## src/rtl/sim_ioctl_pkg.sv

```systemverilog
// Shared state encoding and default pacing for the simulation ioctl download sender.
package sim_ioctl_pkg;

    localparam int unsigned CNT_W      = 16;
    localparam int unsigned DEF_LEAD   = 4;
    localparam int unsigned DEF_WR_GAP = 8;
    localparam int unsigned DEF_TAIL   = 16;

    typedef enum logic [2:0] {
        ST_IDLE  = 3'd0,
        ST_LEAD  = 3'd1,
        ST_FETCH = 3'd2,
        ST_WRITE = 3'd3,
        ST_GAP   = 3'd4,
        ST_TAIL  = 3'd5,
        ST_DONE  = 3'd6
    } state_t;

    // Load value that makes the pace counter reach zero after n cycles in a state
    function automatic logic [CNT_W-1:0] pace_load(input int unsigned n);
        return CNT_W'(n - 1);
    endfunction

endpackage

```

## src/rtl/sim_ioctl_pace_cnt.sv

```systemverilog
// Loadable down-counter with zero flag; times the LEAD, GAP and TAIL phases.
module sim_ioctl_pace_cnt
    import sim_ioctl_pkg::*;
(
    input  logic             clk_sys,
    input  logic             reset,
    input  logic             i_load,
    input  logic [CNT_W-1:0] i_load_val,
    input  logic             i_dec,
    output logic             o_zero_c
);

    logic [CNT_W-1:0] r_cnt;

    always_ff @(posedge clk_sys) begin
        if (reset) begin
            r_cnt <= '0;
        end else if (i_load) begin
            r_cnt <= i_load_val;
        end else if (i_dec && (r_cnt != '0)) begin
            r_cnt <= r_cnt - CNT_W'(1);
        end
    end

    assign o_zero_c = (r_cnt == '0);

endmodule

```

## src/rtl/sim_ioctl_sender.sv

```systemverilog
// Harness-side ioctl download transmitter: paces a valid/ready byte stream into
// ioctl_wr strobes with incrementing address, framed by ioctl_download.
module sim_ioctl_sender
    import sim_ioctl_pkg::*;
#(
    parameter int unsigned ADDR_W = 25,
    parameter int unsigned LEAD   = DEF_LEAD,
    parameter int unsigned WR_GAP = DEF_WR_GAP,
    parameter int unsigned TAIL   = DEF_TAIL
) (
    input  logic              clk_sys,
    input  logic              reset,
    input  logic              start,
    input  logic [7:0]        index,
    input  logic [ADDR_W-1:0] len,
    input  logic              abort,
    input  logic [7:0]        in_data,
    input  logic              in_valid,
    output logic              in_ready,
    output logic              ioctl_download,
    output logic              ioctl_wr,
    output logic [ADDR_W-1:0] ioctl_addr,
    output logic [7:0]        ioctl_dout,
    output logic [7:0]        ioctl_index,
    input  logic              ioctl_wait,
    output logic              busy,
    output logic              done,
    output logic              aborted
);

    state_t            r_state;
    logic [ADDR_W-1:0] r_addr;
    logic [ADDR_W-1:0] r_rem;
    logic [ADDR_W-1:0] r_ioctl_addr;
    logic [7:0]        r_dout;
    logic [7:0]        r_index;
    logic              r_in_ready;
    logic              r_download;
    logic              r_wr;
    logic              r_busy;
    logic              r_done;
    logic              r_aborted;
    logic              r_abort_seen;

    logic              w_zero;
    logic              w_strobe;
    logic              w_accept;
    logic              w_abort;
    logic              w_to_tail;
    logic              w_to_gap;
    logic              w_load;
    logic [CNT_W-1:0]  w_load_val;
    logic              w_dec;

    sim_ioctl_pace_cnt u_pace (
        .clk_sys    (clk_sys),
        .reset      (reset),
        .i_load     (w_load),
        .i_load_val (w_load_val),
        .i_dec      (w_dec),
        .o_zero_c   (w_zero)
    );

    // Transition qualifiers and pace counter control
    always_comb begin
        w_strobe   = (r_state == ST_WRITE) && !ioctl_wait;
        w_accept   = (r_state == ST_FETCH) && in_valid && r_in_ready;
        w_abort    = abort && ((r_state == ST_LEAD) || (r_state == ST_FETCH) ||
                               (r_state == ST_WRITE) || (r_state == ST_GAP));
        w_to_tail  = w_abort ||
                     ((r_state == ST_LEAD) && w_zero && (r_rem == '0)) ||
                     (w_strobe && (r_rem <= ADDR_W'(1)));
        w_to_gap   = w_strobe && !w_to_tail && (WR_GAP != 0);
        w_load     = 1'b0;
        w_load_val = '0;
        if ((r_state == ST_IDLE) && start) begin
            w_load     = 1'b1;
            w_load_val = pace_load(LEAD);
        end else if (w_to_tail) begin
            w_load     = 1'b1;
            w_load_val = pace_load(TAIL);
        end else if (w_to_gap) begin
            w_load     = 1'b1;
            w_load_val = pace_load(WR_GAP);
        end
        w_dec = ((r_state == ST_LEAD) || (r_state == ST_GAP) || (r_state == ST_TAIL)) && !w_zero;
    end

    always_ff @(posedge clk_sys) begin
        if (reset) begin
            r_state      <= ST_IDLE;
            r_addr       <= '0;
            r_rem        <= '0;
            r_ioctl_addr <= '0;
            r_dout       <= '0;
            r_index      <= '0;
            r_in_ready   <= 1'b0;
            r_download   <= 1'b0;
            r_wr         <= 1'b0;
            r_busy       <= 1'b0;
            r_done       <= 1'b0;
            r_aborted    <= 1'b0;
            r_abort_seen <= 1'b0;
        end else begin
            r_wr       <= 1'b0;
            r_done     <= 1'b0;
            r_in_ready <= 1'b0;
            if (w_abort) begin
                r_abort_seen <= 1'b1;
            end
            case (r_state)
                ST_IDLE: begin
                    if (start) begin
                        r_state      <= ST_LEAD;
                        r_index      <= index;
                        r_rem        <= len;
                        r_addr       <= '0;
                        r_abort_seen <= 1'b0;
                        r_aborted    <= 1'b0;
                        r_download   <= 1'b1;
                        r_busy       <= 1'b1;
                    end
                end
                ST_LEAD: begin
                    if (w_to_tail) begin
                        r_state <= ST_TAIL;
                    end else if (w_zero) begin
                        r_state    <= ST_FETCH;
                        r_in_ready <= 1'b1;
                    end
                end
                ST_FETCH: begin
                    // An abort wins over a same-cycle accept, so that byte is dropped
                    if (w_to_tail) begin
                        r_state <= ST_TAIL;
                    end else if (w_accept) begin
                        r_dout  <= in_data;
                        r_state <= ST_WRITE;
                    end else begin
                        r_in_ready <= 1'b1;
                    end
                end
                ST_WRITE: begin
                    if (w_strobe) begin
                        r_wr         <= 1'b1;
                        r_ioctl_addr <= r_addr;
                        r_addr       <= r_addr + ADDR_W'(1);
                        if (r_rem != '0) begin
                            r_rem <= r_rem - ADDR_W'(1);
                        end
                    end
                    if (w_to_tail) begin
                        r_state <= ST_TAIL;
                    end else if (w_to_gap) begin
                        r_state <= ST_GAP;
                    end else if (w_strobe) begin
                        r_state    <= ST_FETCH;
                        r_in_ready <= 1'b1;
                    end
                end
                ST_GAP: begin
                    if (w_to_tail) begin
                        r_state <= ST_TAIL;
                    end else if (w_zero) begin
                        r_state    <= ST_FETCH;
                        r_in_ready <= 1'b1;
                    end
                end
                ST_TAIL: begin
                    if (w_zero) begin
                        r_state    <= ST_DONE;
                        r_download <= 1'b0;
                        r_done     <= 1'b1;
                        r_aborted  <= r_abort_seen;
                    end
                end
                ST_DONE: begin
                    r_state <= ST_IDLE;
                    r_busy  <= 1'b0;
                end
                default: begin
                    r_state <= ST_IDLE;
                    r_busy  <= 1'b0;
                end
            endcase
        end
    end

    assign in_ready       = r_in_ready;
    assign ioctl_download = r_download;
    assign ioctl_wr       = r_wr;
    assign ioctl_addr     = r_ioctl_addr;
    assign ioctl_dout     = r_dout;
    assign ioctl_index    = r_index;
    assign busy           = r_busy;
    assign done           = r_done;
    assign aborted        = r_aborted;

endmodule
```

## config.mk

```make
export PLATFORM = sky130hd
export DESIGN_NAME = sim_ioctl_sender
export DESIGN_NICKNAME = d
export VERILOG_FILES = /design/src/rtl/sim_ioctl_pkg.sv /design/src/rtl/sim_ioctl_pace_cnt.sv /design/src/rtl/sim_ioctl_sender.sv
export SDC_FILE = /design/constraint.sdc
export NUM_CORES = 1
export LEC_CHECK = 0
export CAP_MARGIN = 40
export CORE_MARGIN = 4
export CORE_UTILIZATION = 50
export CTS_BUF_LIST = sky130_fd_sc_hd__clkbuf_4 sky130_fd_sc_hd__clkbuf_8
export DETAILED_ROUTE_END_ITERATION = 8
export PLACE_DENSITY = 0.76
export SETUP_SLACK_MARGIN = 0.5
export SLEW_MARGIN = 25
export SYNTH_ARGS = -nofsm -noshare
export SYNTH_HDL_FRONTEND = slang
export SYNTH_SLANG_ARGS = --single-unit
export TNS_END_PERCENT = 10
```

## constraint.sdc

```tcl
create_clock -name clk_sys -period 6.91 [get_ports clk_sys]
set_input_delay 0.691 -clock clk_sys [delete_from_list [all_inputs] [get_ports clk_sys]]
set_output_delay 0.691 -clock clk_sys [all_outputs]
set_load 0.02 [all_outputs]
```

==> summary.md <==
| Metric | Value |
|---|---|
| Register bit count reported by yosys | ~120 |
| Die H | about 110 um |
| Clock power frac | 22.5% |
| Ys Warns | 0 |
| Initial Util | 51.4% |
| Synth top area cells | dfxtp_1 (42%), nand2_1 (7.7%), nor2_1 (6.7%) |
| Via/cell ratio | 5.76 |
| Slew Limit Fails | 0 |
| Main combinational cell family by area after synthesis | simple AND/OR/NAND/NOR gates |
| Postcts setup bufs | 0 |
| Worst Hold Margin | ~450 ps |
| Post-Synth Adder-Cell Area | between 1 and 1.5% |
| Top delay family on crit path | simple AND/OR/NAND/NOR gates |
| Layout cells sized above 1 | under 10% |
| Die width | about 110 um |
| Detailed-route via count | between 5k and 6k |
| DRC | 0 |
| Post-Place Cell Area | about 0.0066 sq mm |
| Hpwl dp | 9.91 mm |
| Hold Vio Cnt, Final | 0 |
| Ports | 94 |
| Critical Path RT | 7220 ps |
| Clock Pin Slew Worst Setup and Hold Paths | roughly 70 ps |
| Clock Skews | roughly 15 ps |
| Switching Power | approximately 1.1 mW |
| Post-CTS Resized | 0 |
| Avg Synthesized Cell Area | between 7 and 8 sq um |
| Clock buffer count from CTS | 17 |
| Placed cells | between 900 and 1k |
| Port Buffers | between 90 and 100 |
| Root Driver | clkbuf_8 |
| Setup crit end kind | flip-flop |
| Startpoint types | primary input |
| Clock Latency Late Sink | between 400 and 500 ps |
| Pre-CTS WS | 3660 ps |
| Deepest clock path buffer count | 2 |
| Total grt overflow | 0 |
| P_int | around 1.5 mW |
| Sequential share of power | around a third |
| Area Growth Syn to Fin | 24.9% |
| Sequential element share of the synthesized area | 41.7% |
| First-pass GRT wire length | 23.3 mm |
| DRT Pass-1 Iters | 6 |
| Pwr/cell area | between 300 and 400 mW/mm^2 |
| Final setup fails | 0 |
| Max IR drop VDD | ~0.00021 V |
| Tot GR Track Use | 21.9% |
| Non-Filler Instances | between 900 and 1k |
| Setup TNS | 0 ps |
| Area of the mapped netlist | ~0.0056 sq mm |
| Cells along the critical path | clkdlybuf4s50_1 -> or3b_1 -> a2111o_1 -> nor3_1 -> nand4_1 -> xor2_1 -> nor2_1 |
| Final Power | ~2.7 mW |
| Die Area | approximately 0.013 sq mm |
| Gate power share | between 40% and 50% |
| Min-Delay Path Class | reg -> reg |
| Drt initial violations | 464 |
| Top post-synthesis cells by count | dfxtp_1 (117), nand2_1 (116), nor2_1 (100), a21oi_1 (65), o21ai_0 (42) |
| Number of flops mapped to enable cells by yosys | 0 |
| Number of nets in the layout | 850 |
| Post-synthesis simple-gate area fraction | approximately 28% |
| Switching share of power | 42.8% |
| Post-Syn Nets | between 700 and 800 |
| Core area | between 0.01 and 0.015 sq mm |
| Vias in the first global route | slightly above 5k |
| Max capacitance violation total | 0 |
| Fmax achieved | around 0.35 GHz |
| Worst slew margin | roughly half |
| Wire per inst | around 15 um |
| Arrival @ worst endpoint | roughly 3200 ps |
| Synth Area in XOR/XNOR | approximately 4.7% |
| Largest net degree at the start of global routing | 81 |
| Clk sink count | between 100 and 150 |
| CTS tree | yes |
| Synth top area share | 41.7% |
| Hold bufs inserted after CTS | 0 |
| Routed wire length | roughly 15 mm |
| Fin worst setup slack | 4050 ps |
| Top-count cell post-synth | dfxtp_1 |
| Multiplexer share of the synthesized area | approximately 1.6% |
| CP bufs+invs | 1 |
| Synth area leader | dfxtp_1 |
| Fillers | around 970 |
| Leakage | 2.52 nW |
| Worst-path fanout max | 7 |
| H-tree Lvls | 4 |
| Initial antenna violation count | 0 |
| Gpl congestion | 0.900 |
| Row count | 38 |
| Fraction of registers with async set/reset | 0% |
| Crit Path Class | in -> reg |
| Detail Route Antenna Nets | 0 |
| Worst-margin pin slew | roughly 740 ps |
| Antenna diode count | 0 |
| Util after Layout | ~64% |
| Design area | approximately 0.007 sq mm |
| Syn Inst Count | 720 |
| Status | completed |
| Period utilisation layout | 41.4% |
| Max incr delay on CP | approximately 570 ps |
| Post-synth top flop | dfxtp_1 |
| RSZ-0062 raised after global routing | no |
| Synth Area in Compound Gates | 18.9% |
| Crit path time final | ~2900 ps |
| Worst path slowest cell | clkdlybuf4s50_1 |
| Unique cell type count in the Yosys netlist | slightly above 60 |
-- flip-flops by register name, indices dropped and copies added, names as in the netlist --
| name | flops |
|---|---|
| busy | 1 |
| r_state | 3 |
| ioctl_index | 8 |
| r_abort_seen | 1 |
| ioctl_dout | 8 |
| in_ready | 1 |
| r_rem | 25 |
| ioctl_addr | 25 |
| ioctl_download | 1 |
| aborted | 1 |
| r_addr | 25 |
| ioctl_wr | 1 |
| done | 1 |
| u_pace.r_cnt | 16 |
-- cell type report --
| class | instances | area, sq um | area share, % |
|---|---|---|---|
| flip-flops and latches | 117 | 2340 | 33.3 |
| clock inverters | 11 | 101 | 1.44 |
| multi-input cells | 548 | 3080 | 43.9 |
| clock buffers | 21 | 277 | 3.94 |
| inverters | 11 | 41.3 | 0.588 |
| repair buffers | 102 | 1010 | 14.3 |
| well taps | 140 | 175 | 2.49 |
-- layer usage --
| layer | global-route usage (%) | part of all wire (%) |
|---|---|---|
| met4 | 7.44 | 2.1 |
| met1 | 27.6 | 44 |
| met3 | 7.11 | 6.3 |
| met5 | 0 | 0 |
| met2 | 35.4 | 48 |
-- final timing paths --
check,startpoint,end,slack (ps),depth (start not counted)
worst max-delay path,start,r_addr[22]$_SDFFE_PP0P_,4050,7
worst min-delay path,ioctl_addr[17]$_SDFFE_PP0P_,ioctl_addr[17]$_SDFFE_PP0P_,450,2
worst max register to register,r_state[0]$_SDFFE_PP0P_,u_pace.r_cnt[5]$_SDFFE_PP0P_,4060,6
worst min register to register,ioctl_addr[17]$_SDFFE_PP0P_,ioctl_addr[17]$_SDFFE_PP0P_,450,2
-- cell usage in the layout, fill, tap and decap left out, types with 5 or more instances in the layout --
cell type,netlist,layout
nand3_1,15,15
clkbuf_8,0,19
o21ai_0,42,42
mux2i_1,9,9
or3_1,11,11
nor3b_1,6,6
a21oi_1,65,65
and3_1,8,8
a31oi_1,6,6
nand2_1,116,116
xnor2_1,6,6
nor2_1,100,99
clkdlybuf4s50_1,0,92
a22oi_1,15,15
nor3_1,20,20
dfxtp_1,117,117
inv_1,11,11
o41ai_1,11,11
buf_4,0,5
nand4_1,9,9
or4_1,6,6
nor4_1,10,10
ha_1,6,6
xor2_1,24,24
-- power by group through the flow --
stage / combinational, mW / sequential, mW / clock [mW]
finish: 1.17 / 0.905 / 0.602
floorplan: 0.870 / 0.884 / 0
detailed placement: 1.14 / 0.916 / 0
global placement: 1.09 / 0.909 / 0
CTS: 1.15 / 0.901 / 0.609
global route: 1.29 / 0.921 / 0.643
-- worst register-to-register path: stages, from the launching register on --
cell	delay (ps)
dfxtp_1	720
nor3b_1	540
nand4_1	240
nor4_4	470
nor2_1	190
nand2_1	380
o21ba_1	210
-- cell families (layout without fill, tap and decap cells) --
logic type,after synthesis,after routing
DFF,117,117
buffers and inverters,55,145
and+or+nand+nor,332,332
AOI/OAI and AO/OA,171,171
xor gates and xnor gates,30,30
adders and majority gates,6,6
muxes,9,9
(Power assumes the default switching activity.)
